## config.mk

```make
export PLATFORM = sky130hd
export DESIGN_NAME = fifo_drain_serializer
export DESIGN_NICKNAME = d
export VERILOG_FILES = /design/src/rtl/fifo_drain_serializer.sv
export SDC_FILE = /design/constraint.sdc
export NUM_CORES = 1
export LEC_CHECK = 0
export ABC_AREA = 1
export CORE_MARGIN = 2
export CORE_UTILIZATION = 44
export CTS_CLUSTER_DIAMETER = 60
export DETAILED_ROUTE_END_ITERATION = 6
export GPL_TIMING_DRIVEN = 0
export PLACE_DENSITY = 0.77
export SLEW_MARGIN = 20
export SYNTH_ARGS = -nofsm -noshare
export SYNTH_HDL_FRONTEND = slang
export SYNTH_SLANG_ARGS = --single-unit
```

## constraint.sdc

```tcl
create_clock -name clk -period 1.5 [get_ports clk]
set_input_delay 0.45 -clock clk [delete_from_list [all_inputs] [get_ports clk]]
set_output_delay 0.45 -clock clk [all_outputs]
set_load 0.02 [all_outputs]
```

## src/rtl/fifo_drain_serializer.sv

```systemverilog
// Pops FIFO words and streams them LSB-first as narrow beats with burst framing.
// Optional DRAIN_WORD_COUNT_EN adds a free-running completed-word counter.
module fifo_drain_serializer #(
    parameter int DATA_WIDTH  = 32,
    parameter int OUT_WIDTH   = 8,
    parameter int BURST_WORDS = 4
) (
    input  logic                  clk,
    input  logic                  rst_n,
    input  logic                  drain_en,
    input  logic [DATA_WIDTH-1:0] fifo_front,
    input  logic                  fifo_empty,
    output logic                  fifo_dequeue,
    output logic [OUT_WIDTH-1:0]  out_data,
    output logic                  out_valid,
    input  logic                  out_ready,
    output logic                  out_last,
    output logic                  busy
`ifdef DRAIN_WORD_COUNT_EN
    ,
    output logic [31:0]           words_sent
`endif
);

    localparam int BEATS = DATA_WIDTH / OUT_WIDTH;
    localparam int BW = (BEATS > 1) ? $clog2(BEATS) : 1;
    localparam int CW = (BURST_WORDS > 1) ? $clog2(BURST_WORDS) : 1;
    localparam logic [BW-1:0] BEAT_LAST  = BW'(BEATS - 1);
    localparam logic [CW-1:0] BURST_LAST = CW'(BURST_WORDS - 1);

    typedef enum logic {
        IDLE,
        SEND
    } state_e;

    state_e                state_q, state_d;
    logic [DATA_WIDTH-1:0] shift_q, shift_d;
    logic [BW-1:0]         beat_q, beat_d;
    logic [CW-1:0]         burst_q, burst_d;

    logic hs;
    logic fin;
    logic done;
    logic load;

    assign hs   = (state_q == SEND) & out_ready;
    assign fin  = (beat_q == BEAT_LAST);
    assign done = hs & fin;
    // A new word may replace the current one on its final handshake.
    assign load = rst_n & drain_en & ~fifo_empty &
                  ((state_q == IDLE) | done);

    assign fifo_dequeue = load;
    assign out_valid    = (state_q == SEND);
    assign busy         = (state_q != IDLE);
    assign out_data     = shift_q[OUT_WIDTH-1:0];
    assign out_last     = out_valid & fin &
                          ((burst_q == BURST_LAST) | fifo_empty | ~drain_en);

    always_comb begin
        state_d = state_q;
        shift_d = shift_q;
        beat_d  = beat_q;
        burst_d = burst_q;
        if (load) begin
            state_d = SEND;
            shift_d = fifo_front;
            beat_d  = '0;
        end else if (hs) begin
            shift_d = shift_q >> OUT_WIDTH;
            if (fin) begin
                state_d = IDLE;
                beat_d  = '0;
            end else begin
                beat_d = beat_q + 1'b1;
            end
        end
        if (done) begin
            burst_d = out_last ? '0 : burst_q + 1'b1;
        end
    end

    always_ff @(posedge clk) begin
        if (!rst_n) begin
            state_q <= IDLE;
            shift_q <= '0;
            beat_q  <= '0;
            burst_q <= '0;
        end else begin
            state_q <= state_d;
            shift_q <= shift_d;
            beat_q  <= beat_d;
            burst_q <= burst_d;
        end
    end

`ifdef DRAIN_WORD_COUNT_EN
    logic [31:0] words_q;

    always_ff @(posedge clk) begin
        if (!rst_n) begin
            words_q <= '0;
        end else if (done) begin
            words_q <= words_q + 32'd1;
        end
    end

    assign words_sent = words_q;
`endif

endmodule
```

-- Word-level counts from Yosys, hierarchy flattened
Cells that the tools add are included.
- bits in registers: 37
- bits in latches: 0
- RAM bits: 0
- memory bits (read-only): 0
- input bits: 37
- word-level logic and storage cells: 33
- memories: 0
- add/subtract/negate cells: 2
- $mul: 0
- divide/modulo/power cells: 0
- $lt $le $gt $ge: 0
- equality and inequality tests: 2
- shift operators: 0
- multiplexer cells: 7
- bitwise logic cells: 14
- reduce and logical (&&, ||, !) cells: 4
- operators by type and width (kind ; number):
    2-to-1 mux 32 bit ; 2
    AND 1 bit ; 7
    adder 2 x 1 -> 2 bit, second input constant ; 2
    == test 2 bit, second input constant ; 2
    2-to-1 mux 2 bit ; 2
    inverter 1 bit ; 4
    nonzero test 2 bit ; 2
    2-to-1 mux 1 bit ; 3
    bitwise OR 1 bit ; 3
    AND reduction 2 bit ; 1
    OR reduction 2 bit ; 1

-- Longest topological paths before layout
Gate-level depths: netlist (run 1).
- word-level depth: 6
- gate-level depth with buffers: 8
- depth with buffers taken out: 7

-- Worst setup path before layout (run 1)
No wires, ideal clock.
- kind: register to output
- start point: register beat_q[0]
- end point: output port fifo_dequeue
- data arrival time: 1.108 ns
- path slack: -0.058 ns
- cell stages (with the launch flop): 7
- path buffers: 1
- cells stage by stage: dfxtp_1 > ha_1 > nand3_2 > nand2_2 > nand2_2 > buf_6 > clkinv_4
- word-level cells in the longest chain between the ends: 4
- ends and longest elaborated chain (item ; line ; source):
    start: declaration ; 38 ; logic [BW-1:0] beat_q, beat_d;
    start signal: assignment ; 92 ; beat_q <= beat_d;
    == test 2 bit ; 47 ; assign fin = (beat_q == BEAT_LAST);
    AND 1 bit ; 48 ; assign done = hs & fin;
    bitwise OR 1 bit ; 51 ; ((state_q == IDLE) | done);
    AND 1 bit ; 50 ; assign load = rst_n & drain_en & ~fifo_empty &
    end: declaration ; 13 ; output logic fifo_dequeue,
No other way between the ends.

-- Final worst setup path (run 1)
Same ends and word-level chain as after synthesis.

==> impl_metrics.toml, run 1 <==
[run_status]
status = "finished, violations left"
violations = "setup timing"

[setup_path]
crit_type = "flop to output port"
worst-path-max-fanout = 3
reg2reg_from = "beat_q[0]$_SDFFE_PP0P_"
reg2reg_slack_ps = 40
worst_r2r_path_depth = 9
arrival_ps = 1300
cp_data_required_time_ps = 1050
cp-end-kind = "output port"
cp-start-kind = "flop"
reg2reg_to = "shift_q[12]$_SDFFE_PN0P_"

[sta]
fmax_ghz = 0.572
rsz0062_at_grt = "yes"
hold_viol = 0
layout_setup_ws_ps = -250
relSlewSlack = 0.658
fin_skew_ps = 5.36
fin_crit_sh = 1.17
finalMaxSlewViolations = 0
worst_pin_slew_ps = 513
tns_ps = -426
holdWs_ps = 474
setup-violations-final = 2
finalCriticalPeriod_ps = 1750

[final_layout]
fin_cells = 406
fill_cells = 393
finalNetCount = 392
syn2layout_area_growth_pct = 40.4
diodes = 0
stdcell_area_mm2 = 0.00282
drive_gt1_frac = 0.263

[logic_synthesis]
ys.warnings.count = 0
yosysMostFrequentCell = "nand2_1"
synth_ff_type = "dfxtp_1"
ys_seq_area_frac = 0.368
yosysUniqueCellTypes = 21
ys_top_cells_by_area = "dfxtp_1 37%, nand2_1 16%, nand3_2 10%, a21oi_1 9.2%, nand3_1 9.2%"
ys_seq_elements = 37
synthArstFlopShare = 0
ys_top_cells_by_count = "87 x nand2_1, 37 x a21oi_1, 37 x dfxtp_1, 37 x nand3_1, 26 x inv_1"
netlist.area_leader.share = 0.368
synth-edff-count = 0
syn_area_mm2 = 0.00201
postSynthAreaPerCell_um2 = 7.01
yosysTopAreaCell = "dfxtp_1"
synth.net_count = 326
synth_cells = 287

[detailed_routing]
drc = 0
finalWirelength_mm = 4.85
vias_per_cell = 4.86
num_vias = 1975
drtPass1Iterations = 4
antenna_left = 0
first_iter_violations = 115
routedWlPerCell_um = 11.9

[global_routing]
grt_pass1_wl_mm = 8.07
grt-ovfl-total = 0
grt_usage = 0.201
grt_max_degree = 12
grt_pass1_vias = 1833
antenna_found_initial = 0

[power_and_ir_drop]
p_per_area_mw_per_mm2 = 791
p_leak_nw = 1.25
ir_worst_vdd_uv = 466

[floorplan]
dieHeight_um = 71.6
rows = 24
die-area_mm2 = 0.00513
die_w_um = 71.6
io_pins = 49
core_mm2 = 0.00438
start_util = 0.459

[placement]
dp_hpwl_mm = 3.28
dpl_cell_area_mm2 = 0.00258
io_buffers = 48
dp.cells = 387
place.gp.congestion = 0.854

[cts]
clockBufferDepth = 2
clk_latency_ps = 290
clock_sinks = 37
cts-root-buf = "clkbuf_8"
cts.clk_slew.worst_paths_ps = 70
htreeDepth = 2
numCtsBuffers = 5
tritoncts = "built"

[worst_hold_path]
holdCritPathClass = "flop to flop"
holdPathEnd = "shift_q[6]$_SDFFE_PN0P_"
min_path_cells = 2
hp-start = "shift_q[6]$_SDFFE_PN0P_"

[flow_run]
cap_violations = 0
-- cell type report --
class / count / area, um2 / share of cell area
tap: 52 / 65.1 / 0.0230
multi-input combinational: 194 / 1050 / 0.371
clock buffer: 7 / 96.3 / 0.0341
sequential: 37 / 749 / 0.265
timing repair buffer: 59 / 523 / 0.185
buffer: 27 / 215 / 0.0762
inverter: 29 / 123 / 0.0434
clock inverter: 1 / 5.00 / 0.00177
-- per-layer routing --
metal	share of wire	track usage
met5	0	0
met4	0.025	0.0860
met3	0.045	0.0520
met2	0.48	0.331
met1	0.45	0.250
-- per-stage QoR --
| stage | power [mW] | worst slack, ps | util |
|---|---|---|---|
| floorplan | 1.29 | 19.5 | - |
| global placement | 1.46 | -1260 | 0.588 |
| detailed placement | 1.46 | -1250 | 0.588 |
| CTS | 2.24 | -270 | 0.631 |
| global route | 2.35 | -304 | 0.644 |
| finish | 2.23 | -250 | 0.644 |
-- report_power, final --
part	internal [mW]	leakage [nW]	switching, mW
Sequential	1.02	0.303	0.0307
Combinational	0.210	0.897	0.201
Clock	0.415	0.0542	0.354
-- worst max path at each step --
stage                                       from           end  cells past startpoint
after floorplan           beat_q[0]$_SDFFE_PP0P_  fifo_dequeue                      6
after global placement                     rst_n  fifo_dequeue                      7
after CTS                 beat_q[0]$_SDFFE_PP0P_  fifo_dequeue                      7
after global routing      beat_q[0]$_SDFFE_PP0P_  fifo_dequeue                      7
final                     beat_q[0]$_SDFFE_PP0P_  fifo_dequeue                      7
after detailed placement                   rst_n  fifo_dequeue                      7
-- critical path: stages, from the launching register on --
cell      delay (ps)
dfxtp_4          360
ha_4             170
nand3_4           80
nand2_4           60
nand2_4           60
buf_8            110
clkinv_8          50
buf_8            120
-- what timing repair did --
action / in CTS / in global routing
endpoints found under the hold margin: 0 / 0
hold buffers: 0 / 0
gates resized for setup: 46 / 36
setup endpoints to repair: 48 / 33
pin swaps: 6 / 3
buffers inserted: 8 / 3
-- registers in the layout, indices dropped and copies added, names as in the netlist --
register,flops
shift_q,32
burst_q,2
busy,1
beat_q,2
-- cells by family (layout without fill, tap and decap cells) --
logic type	Yosys count	count (layout)	synth area share
AOI/OAI and AO/OA	38	38	0.0945
buffers and inverters	56	123	0.142
adders and majority gates	2	2	0.0124
and+or+nand+nor	154	154	0.382
DFF	37	37	0.368
-- placed cells by master (no fill, tap or decap), types with 4 or more instances in the layout --
| master | instances |
|---|---|
| dfxtp_1 | 34 |
| clkbuf_8 | 7 |
| buf_2 | 7 |
| inv_1 | 26 |
| nand2_1 | 83 |
| a21oi_1 | 33 |
| nand2_2 | 5 |
| buf_4 | 22 |
| clkbuf_2 | 7 |
| buf_6 | 4 |
| nand3_2 | 20 |
| clkdlybuf4s50_1 | 32 |
| a21oi_2 | 4 |
| nand3_1 | 37 |
No activity file was read; power rests on OpenSTA's default activity.
==> run 2: changes to the inputs <==
- CELL_PAD_IN_SITES_DETAIL_PLACEMENT: default -> 1
- CELL_PAD_IN_SITES_GLOBAL_PLACEMENT: default -> 2
- CORE_UTILIZATION: 44 -> 24
==> run 2 against run 1 <==
- sequential power about the same
- combinational power rose by 4%
- largest power group unchanged
- clock power shrank 6.6%
- final area up 1.8%
- maximum frequency grew 1.2%
- clock-buffer cell count is the same
- clock skew shrank 0.91 ps
- power decreased by 1.6%
- sequential share of layout area is 0.55 points lower
- highest routed layer unchanged
- via count increased by 1.3%
- global-route usage down 6.5 points
- the run still ends with setup timing left
==> impl_metrics.toml, run 2 (synthesis results as in run 1) <==
[placement]
dp_slack_ps = -1320
io_buffers = 48
dp_hpwl_mm = 4.17
dpl_cell_area_mm2 = 0.00264
place.gp.congestion = 0.736

[global_routing]
grt_usage = 0.136
grt_max_degree = 11
grt_pass1_vias = 2063
grt_pass1_wl_mm = 9.67
grt-ovfl-total = 0
antenna_found_initial = 0

[setup_path]
cpPeakStageDelay_ps = 340
worst-path-max-fanout = 2
crit_type = "flop to output port"
path_cells = "ha_4, nand3_4, nand2_4, nand2_4, buf_8, clkinv_8, buf_8"
worst_r2r_path_depth = 9
cp-start-kind = "flop"
cp_top_family = "flip-flops"
arrival_ps = 1280
path_depth = 7
cp_data_required_time_ps = 1050
path_buf_inv = 3
cp_slowest_cell = "dfxtp_2"
cp-end-kind = "output port"

[floorplan]
die-area_mm2 = 0.00913
start_util = 0.246
die_w_um = 95.6
io_pins = 49
core_mm2 = 0.00818
rows = 33
dieHeight_um = 95.6

[final_layout]
fin_util = 0.352
layout_common_cells = "82 x nand2_1, 37 x nand3_1, 34 x dfxtp_1"
finalNetCount = 393
largest_reg_flops = 32
diodes = 0
largest_register = "shift_q"
reg_top3 = "shift_q x32, beat_q x2, burst_q x2"
final_common_cell = "nand2_1"
syn2layout_area_growth_pct = 42.8
drive_gt1_frac = 0.274
stdcell_area_mm2 = 0.00287

[power_and_ir_drop]
p_leak_nw = 1.26
p_per_area_mw_per_mm2 = 765
ir_worst_vdd_uv = 260

[sta]
fin_skew_ps = 4.44
setup-violations-final = 2
finalMaxSlewViolations = 0
finalCriticalPeriod_ps = 1730
fin_crit_sh = 1.15
hold_viol = 0
rsz0062_at_grt = "yes"
worst_pin_slew_ps = 551
fmax_ghz = 0.579
layout_setup_ws_ps = -229
relSlewSlack = 0.633

[detailed_routing]
antenna_left = 0
finalWirelength_mm = 5.81
drtPass1Iterations = 4
routedWlPerCell_um = 12.7
first_iter_violations = 66
vias_per_cell = 4.36
drc = 0
num_vias = 2000

[cts]
cts.clk_slew.worst_paths_ps = 70
clk_latency_ps = 290
tritoncts = "built"
htreeDepth = 2
numCtsBuffers = 5
clock_sinks = 37
clockBufferDepth = 2
cts-root-buf = "clkbuf_8"
hold_buffers = 0

[flow_run]
cap_violations = 0

[run_status]
violations = "setup timing"
status = "finished, violations left"

[worst_hold_path]
min_path_cells = 3
holdCritPathClass = "input pin to flop"
## run 2: path summary, 6_finish.rpt
| kind | start | end | slack (ps) |
|---|---|---|---|
| setup / recovery | beat_q[1]$_SDFFE_PP0P_ | fifo_dequeue | -230 |
| setup reg to reg | beat_q[1]$_SDFFE_PP0P_ | shift_q[21]$_SDFFE_PN0P_ | 30 |
| hold / removal | rst_n | beat_q[1]$_SDFFE_PP0P_ | 450 |
| hold reg to reg | shift_q[11]$_SDFFE_PN0P_ | shift_q[11]$_SDFFE_PN0P_ | 480 |
## run 2: tightest hold or removal path, cell delays in order
cell	delay [ps]
clkbuf_2	120
nand2_1	100
a21oi_1	40
## run 2: where the power goes
group	total [mW]	internal (mW)	switching (mW)
Combinational	0.426	0.212	0.215
Sequential	1.05	1.03	0.0289
Clock	0.718	0.365	0.354
Total	2.20	1.60	0.597
## run 2: repair_timing
| action | CTS | global route |
|---|---|---|
| pin swaps | 6 | 4 |
| gates resized for setup | 52 | 34 |
| setup buffers | 11 | 3 |
| cloned | 0 | 0 |
| setup endpoints to repair | 49 | 38 |
## run 2: final cells by class
type | count | area [um2]
Timing Repair Buffer | 60 | 520
Fill cell | 1029 | 5300
Sequential cell | 37 | 747
Inverter | 29 | 123
Buffer | 27 | 208
Multi-Input combinational cell | 194 | 1060
Tap cell | 105 | 131
Clock buffer | 7 | 86.3
## run 2: metal layers
metal | GRT usage | wire, um | share of wire
met1 | 0.167 | 2720 | 0.47
met2 | 0.243 | 2770 | 0.48
met3 | 0.0269 | 263 | 0.045
met4 | 0.0357 | 57 | 0.0098
met5 | 0 | 0 | 0
## run 2: through the flow
step                hold slack [ps]  total power, mW  instances  TNS [ps]
detailed placement              469             1.48        440    -22510
global placement                459             1.47        440    -22310
floorplan                       447             1.29        287         0
finish                          451             2.20        459      -390
global route                    463             2.31        459     -1440
CTS                             479             2.22        458      -443
